## src/rtl/udp_fragment_slot_manager_if.sv

```systemverilog
// udp_fragment_slot_manager_if: allocation, per-slot strobes and status between receive handler and slot manager.
interface udp_fragment_slot_manager_if #(
    parameter int FRAGMENT_SLOTS = 2
);
    localparam int SW = $clog2(FRAGMENT_SLOTS);
    logic                            alloc_request;
    logic [15:0]                     alloc_packet_id;
    logic                            alloc_grant;
    logic                            alloc_fail;
    logic [SW-1:0]                   alloc_slot;
    logic [FRAGMENT_SLOTS-1:0]       touch;
    logic [FRAGMENT_SLOTS-1:0]       last;
    logic [FRAGMENT_SLOTS-1:0]       drain_done;
    logic [FRAGMENT_SLOTS-1:0]       fragment_slot_empty;
    logic [FRAGMENT_SLOTS-1:0][15:0] fragment_slot_packet_id;
    logic [FRAGMENT_SLOTS-1:0]       slot_flush;
    logic [SW:0]                     occupancy;
    logic [15:0]                     timeout_count;
    logic [15:0]                     fail_count;
    modport master (
        output alloc_request, alloc_packet_id, touch, last, drain_done,
        input  alloc_grant, alloc_fail, alloc_slot, fragment_slot_empty,
               fragment_slot_packet_id, slot_flush, occupancy, timeout_count, fail_count
    );
    modport slave (
        input  alloc_request, alloc_packet_id, touch, last, drain_done,
        output alloc_grant, alloc_fail, alloc_slot, fragment_slot_empty,
               fragment_slot_packet_id, slot_flush, occupancy, timeout_count, fail_count
    );
endinterface

```

## src/rtl/udp_fragment_slot_manager.sv

```systemverilog
// udp_fragment_slot_manager: IPv4 fragment reassembly slot pool with per-slot timeout and drain.
// Define UDP_FRAGMENT_SLOT_STATS_EN to build the saturating timeout/fail statistics counters.
module udp_fragment_slot_manager #(
    parameter int          FRAGMENT_SLOTS = 2,
    parameter logic [15:0] TIMEOUT_CYCLES = 16'h0FFF
) (
    input  logic                          clock,
    input  logic                          reset,
    udp_fragment_slot_manager_if.slave    bus
);
    localparam int N  = FRAGMENT_SLOTS;
    localparam int SW = $clog2(N);
    localparam int CW = SW + 1;
    typedef enum logic [1:0] {FREE, ASSEMBLING, COMPLETE, FLUSH} state_t;
    state_t               state_q [N];
    logic [N-1:0][15:0]   id_q;
    logic [15:0]          timer_q [N];
    logic [N-1:0]         empty_q, flush_q, sel, expire;
    logic                 grant_q, fail_q, grant_d, fail_d, found, dup;
    logic [SW-1:0]        slot_q, free_idx;
    logic [CW-1:0]        occ_q, n_rel;
    // Allocation only looks at registered state, so a slot freed this cycle is not grantable yet.
    always_comb begin
        sel = '0;
        found = 1'b0;
        dup = 1'b0;
        free_idx = '0;
        n_rel = '0;
        expire = '0;
        for (int i = 0; i < N; i++) begin
            if (state_q[i] == FREE && !found) begin
                found = 1'b1;
                sel[i] = 1'b1;
                free_idx = SW'(i);
            end
            if (state_q[i] != FREE && id_q[i] == bus.alloc_packet_id) dup = 1'b1;
            expire[i] = state_q[i] == ASSEMBLING && !bus.last[i] && !bus.touch[i] && timer_q[i] == 16'd0;
            if (state_q[i] == FLUSH || (state_q[i] == COMPLETE && bus.drain_done[i])) n_rel = n_rel + CW'(1);
        end
        grant_d = bus.alloc_request && found && !dup;
        fail_d = bus.alloc_request && !grant_d;
    end
    always_ff @(posedge clock) begin
        if (reset) begin
            for (int i = 0; i < N; i++) begin
                state_q[i] <= FREE;
                timer_q[i] <= '0;
            end
            id_q <= '0;
            empty_q <= '1;
            flush_q <= '0;
            grant_q <= 1'b0;
            fail_q <= 1'b0;
            slot_q <= '0;
            occ_q <= '0;
        end else begin
            grant_q <= grant_d;
            fail_q <= fail_d;
            if (grant_d) slot_q <= free_idx;
            occ_q <= occ_q + CW'(grant_d) - n_rel;
            flush_q <= expire;
            for (int i = 0; i < N; i++) begin
                case (state_q[i])
                    FREE: if (grant_d && sel[i]) begin
                        state_q[i] <= ASSEMBLING;
                        id_q[i] <= bus.alloc_packet_id;
                        timer_q[i] <= TIMEOUT_CYCLES;
                        empty_q[i] <= 1'b0;
                    end
                    ASSEMBLING: begin
                        if (bus.last[i]) state_q[i] <= COMPLETE;
                        else if (bus.touch[i]) timer_q[i] <= TIMEOUT_CYCLES;
                        else if (expire[i]) state_q[i] <= FLUSH;
                        else timer_q[i] <= timer_q[i] - 16'd1;
                    end
                    COMPLETE: if (bus.drain_done[i]) begin
                        state_q[i] <= FREE;
                        id_q[i] <= '0;
                        timer_q[i] <= '0;
                        empty_q[i] <= 1'b1;
                    end
                    default: begin
                        state_q[i] <= FREE;
                        id_q[i] <= '0;
                        timer_q[i] <= '0;
                        empty_q[i] <= 1'b1;
                    end
                endcase
            end
        end
    end
    assign bus.alloc_grant = grant_q;
    assign bus.alloc_fail = fail_q;
    assign bus.alloc_slot = slot_q;
    assign bus.fragment_slot_empty = empty_q;
    assign bus.fragment_slot_packet_id = id_q;
    assign bus.slot_flush = flush_q;
    assign bus.occupancy = occ_q;
`ifdef UDP_FRAGMENT_SLOT_STATS_EN
    logic [15:0] tmo_q, fail_cnt_q;
    logic [CW-1:0] n_exp;
    logic [16:0] tmo_sum, fail_sum;
    always_comb begin
        n_exp = '0;
        for (int i = 0; i < N; i++) n_exp = n_exp + CW'(expire[i]);
    end
    assign tmo_sum = {1'b0, tmo_q} + 17'(n_exp);
    assign fail_sum = {1'b0, fail_cnt_q} + 17'(fail_d);
    always_ff @(posedge clock) begin
        if (reset) begin
            tmo_q <= '0;
            fail_cnt_q <= '0;
        end else begin
            tmo_q <= tmo_sum[16] ? 16'hFFFF : tmo_sum[15:0];
            fail_cnt_q <= fail_sum[16] ? 16'hFFFF : fail_sum[15:0];
        end
    end
    assign bus.timeout_count = tmo_q;
    assign bus.fail_count = fail_cnt_q;
`else
    assign bus.timeout_count = '0;
    assign bus.fail_count = '0;
`endif
endmodule

```

## src/flat_wrapper.sv

```systemverilog
// flat-port wrapper written by rule: the top's interface ports become plain ports
module udp_fragment_slot_manager_flat 
#(
    parameter int          FRAGMENT_SLOTS = 2,
    parameter logic [15:0] TIMEOUT_CYCLES = 16'h0FFF
)
  (clock, reset, bus_alloc_request, bus_alloc_packet_id, bus_touch, bus_last, bus_drain_done, bus_alloc_grant, bus_alloc_fail, bus_alloc_slot, bus_fragment_slot_empty, bus_fragment_slot_packet_id, bus_slot_flush, bus_occupancy, bus_timeout_count, bus_fail_count);
  udp_fragment_slot_manager_if #(.FRAGMENT_SLOTS(FRAGMENT_SLOTS)) bus_i ();
  input  logic clock;
  input  logic reset;
  input wire logic [$bits(bus_i.alloc_request)-1:0] bus_alloc_request;
  input wire logic [$bits(bus_i.alloc_packet_id)-1:0] bus_alloc_packet_id;
  input wire logic [$bits(bus_i.touch)-1:0] bus_touch;
  input wire logic [$bits(bus_i.last)-1:0] bus_last;
  input wire logic [$bits(bus_i.drain_done)-1:0] bus_drain_done;
  output wire logic [$bits(bus_i.alloc_grant)-1:0] bus_alloc_grant;
  output wire logic [$bits(bus_i.alloc_fail)-1:0] bus_alloc_fail;
  output wire logic [$bits(bus_i.alloc_slot)-1:0] bus_alloc_slot;
  output wire logic [$bits(bus_i.fragment_slot_empty)-1:0] bus_fragment_slot_empty;
  output wire logic [$bits(bus_i.fragment_slot_packet_id)-1:0] bus_fragment_slot_packet_id;
  output wire logic [$bits(bus_i.slot_flush)-1:0] bus_slot_flush;
  output wire logic [$bits(bus_i.occupancy)-1:0] bus_occupancy;
  output wire logic [$bits(bus_i.timeout_count)-1:0] bus_timeout_count;
  output wire logic [$bits(bus_i.fail_count)-1:0] bus_fail_count;
  assign bus_i.alloc_request = bus_alloc_request;
  assign bus_i.alloc_packet_id = bus_alloc_packet_id;
  assign bus_i.touch = bus_touch;
  assign bus_i.last = bus_last;
  assign bus_i.drain_done = bus_drain_done;
  assign bus_alloc_grant = bus_i.alloc_grant;
  assign bus_alloc_fail = bus_i.alloc_fail;
  assign bus_alloc_slot = bus_i.alloc_slot;
  assign bus_fragment_slot_empty = bus_i.fragment_slot_empty;
  assign bus_fragment_slot_packet_id = bus_i.fragment_slot_packet_id;
  assign bus_slot_flush = bus_i.slot_flush;
  assign bus_occupancy = bus_i.occupancy;
  assign bus_timeout_count = bus_i.timeout_count;
  assign bus_fail_count = bus_i.fail_count;
  udp_fragment_slot_manager #(.FRAGMENT_SLOTS(FRAGMENT_SLOTS), .TIMEOUT_CYCLES(TIMEOUT_CYCLES)) u_core (.clock(clock), .reset(reset), .bus(bus_i));
endmodule
```

## config.mk

```make
export PLATFORM = sky130hd
export DESIGN_NAME = udp_fragment_slot_manager_flat
export DESIGN_NICKNAME = d
export VERILOG_FILES = /design/src/rtl/udp_fragment_slot_manager_if.sv /design/src/rtl/udp_fragment_slot_manager.sv /design/src/flat_wrapper.sv
export SDC_FILE = /design/constraint.sdc
export NUM_CORES = 1
export LEC_CHECK = 0
export CORE_MARGIN = 2
export CORE_UTILIZATION = 45
export CTS_BUF_LIST = sky130_fd_sc_hd__clkbuf_4 sky130_fd_sc_hd__clkbuf_8 sky130_fd_sc_hd__clkbuf_16
export DETAILED_ROUTE_END_ITERATION = 10
export PLACE_DENSITY = 0.71
export SYNTH_ARGS = -nofsm -noshare
export SYNTH_HDL_FRONTEND = slang
export SYNTH_SLANG_ARGS = --single-unit
```

## constraint.sdc

```tcl
create_clock -name clock -period 3.5 [get_ports clock]
set_clock_uncertainty 0.05 [all_clocks]
set_input_delay 1.05 -clock clock [delete_from_list [all_inputs] [get_ports clock]]
set_output_delay 1.05 -clock clock [all_outputs]
set_load 0.02 [all_outputs]
```

==> results.yml <==
outcome:
  outcome: "finished clean"
detailed_routing:
  finalWirelength_um: 11600
  drt_first_pass_iters: 5
  routed-via-count: 3833
  ant_nets: 0
  drt_iter0_markers: 174
  wl_per_cell_um: 16.8
  post_drt_via_cell_ratio: 5.52
  drcViolationCount: 0
critical_path:
  cp_data_required_time_ns: 3.69
  path_class: "primary input to register"
  cp_cell_sequence: "clkdlybuf4s50_1, xor2_1, nor4_2, nand4_2, o31ai_4, a31oi_1, ha_1, xnor2_1, xnor2_1, nor2_1"
  slowest_delay_ns: 0.49
  crit_slowest_cell: "clkdlybuf4s50_1"
  path_common_cell: "xnor2_1"
  arrival_ns: 3.36
  crit_path_end_kind: "register"
  path_max_fanout: 3
  r2r_cells: 7
  worst_setup_path_start_kind: "primary input"
placement:
  gp_congestion: 0.854
  dp_slack_ns: -0.0518
  io_buffer_count: 65
  dp.final_hpwl_um: 8390
floorplanning:
  die_h_um: 106
  start_util: 0.456
  die_area_um2: 11200
  num_io_pins: 98
  placementRows: 37
  core-area_um2: 10200
  die_x_um: 106
cts:
  ctsResizeCount: 0
  cts_buffer_depth: 2
  cts.hold.buffers_added: 0
  numCtsBuffers: 9
  clkLatencyLatePin_ns: 0.37
  cts_tree: "done"
  numClockSinks: 77
  htree_levels: 3
  path_clk_slew_ns: 0.09
  ctsRootBufferMaster: "clkbuf_8"
  post_cts_buffers: 0
yosys:
  synth_area_leaders: "edfxtp_1 23%, dfxtp_1 18%, xnor2_1 6.0%"
  synth_edf_count: 36
  synth_common_cells: "41 x dfxtp_1, 36 x buf_4, 36 x edfxtp_1"
  synth_top_area_share: 0.233
  post-synth-top-count-cell: "dfxtp_1"
  syn_area_um2: 4650
  syn_area_per_cell_um2: 9.72
  ys_types: 55
  ys_warn_count: 0
  synth_top_area_cell: "edfxtp_1"
  ys_seq_elements: 77
  synthCells: 478
  ys_seq_area_frac: 0.409
  yosys_most_used_dff: "dfxtp_1"
  synthArstFlopShare: 0
sta:
  relSlewSlack: 0.627
  max_freq_ghz: 0.316
  hold_viol: 0
  tightest_slew_ns: 0.554
  whs_ns: 0.423
  finalSetupViolations: 0
  fin_ws_ns: 0.331
  min_period_over_period: 0.905
  slew_violations: 0
  rsz0062_at_grt: "no"
  period_needed_ns: 3.17
grt:
  grt_start_max_net_pins: 34
  grt_util_all_layers: 0.212
  grt_overflow: 0
  grt_pass1_vias: 3739
  antenna_found_initial: 0
  grt_pass1_wl_um: 18800
worst_hold_path:
  holdPathStages: 2
  hp-class: "register to register"
layout:
  diodes: 0
  finish.utilization: 0.556
  register_area_um2: 1900
  final_nets: 585
  area_growth_pct: 21.8
  nFillCells: 922
  drive_gt1_frac: 0.116
  multi_input_area_um2: 2470
power:
  p_leak_nw: 2.18
  finalPower_mw: 4.08
  pwr_density_cell_nw_per_um2: 722
  max-vdd-ir-drop_mv: 0.306
job:
  drv_cap: 0
-- report_power, final --
part | leakage [nW] | internal (mW) | switching, mW | total (mW)
Clock | 0.124 | 0.447 | 0.358 | 0.804
Sequential | 0.716 | 1.29 | 0.298 | 1.58
Combinational | 1.34 | 0.708 | 0.988 | 1.70
-- worst max-delay path, delay by kind of cell --
family                     cells  cell delay (ns)
buffers and inverters          1             0.49
xor gates and xnor gates       3             0.51
AOI/OAI and AO/OA              2             0.39
and+or+nand+nor                3             0.65
adders and majority gates      1             0.27
-- per-stage QoR --
step           cell area, µm²  instances  TNS, ns
2_1_floorplan            4760        509        0
5_1_grt                  5660        694        0
3_5_place_dp             5420        678  -0.0518
6_report                 5660        694        0
4_1_cts                  5660        694        0
3_3_place_gp             5420        678        0
-- registers in the layout (all words and copies together), names as in the netlist --
signal and cells:
u_core.bus.fragment_slot_packet_id 32, u_core.bus.alloc_slot 1, u_core.timer_q 32, u_core.bus.alloc_grant 1, u_core.bus.slot_flush 2, u_core.state_q 4
u_core.bus.occupancy 2, u_core.bus.fragment_slot_empty 2, u_core.bus.alloc_fail 1
-- kinds of logic (layout without fill, tap and decap cells) --
logic type | Yosys count | after routing | share of synthesized area
buffers and inverters | 66 | 115 | 0.0848
AND/OR/NAND/NOR | 154 | 154 | 0.202
XOR/XNOR | 60 | 60 | 0.113
AO/OA/AOI/OAI | 113 | 113 | 0.171
adder cells (fa/ha/maj) | 7 | 7 | 0.0189
flip-flops | 77 | 77 | 0.409
other | 1 | 32 | 0.000807
-- path summary, 6_finish.rpt --
check	start	end	slack [ns]
worst max-delay path	bus_alloc_packet_id[12]	u_core.bus.occupancy[1]	0.33
worst min register to register	u_core.bus.fragment_slot_empty[0]	u_core.bus.fragment_slot_empty[0]	0.42
worst min-delay path	u_core.bus.fragment_slot_empty[0]	u_core.bus.fragment_slot_empty[0]	0.42
worst max register to register	u_core.timer_q[0][2]	u_core.timer_q[0][10]	1.12
-- routing by layer --
metal / GRT usage / up-vias / routed length, µm / share of wire
met5: 0 / - / 0 / 0
met4: 0.0705 / 0 / 223 / 0.019
met3: 0.0507 / 20 / 879 / 0.076
met2: 0.353 / 159 / 5700 / 0.49
met1: 0.270 / 1806 / 4840 / 0.42
li1: - / 1848 / - / -
-- final cells by class --
type                    instances  area share
well taps                     136      0.0301
multi-input cells             366       0.436
clock buffers                  13      0.0345
inverters                      14     0.00950
clock inverters                 3     0.00840
repair buffers                 85       0.146
flip-flops and latches         77       0.336
-- layout by cell type (no fill, tap or decap), types with 18 or more instances in the layout --
cell type	n
clkdlybuf4s50_1	65
dfxtp_1	41
edfxtp_1	36
o21ai_0	33
xnor2_1	32
conb_1	32
a21oi_1	30
nand2_1	29
xor2_1	28
nor2_1	26
nand3_1	23
buf_4	18
(Power assumes the default switching activity.)
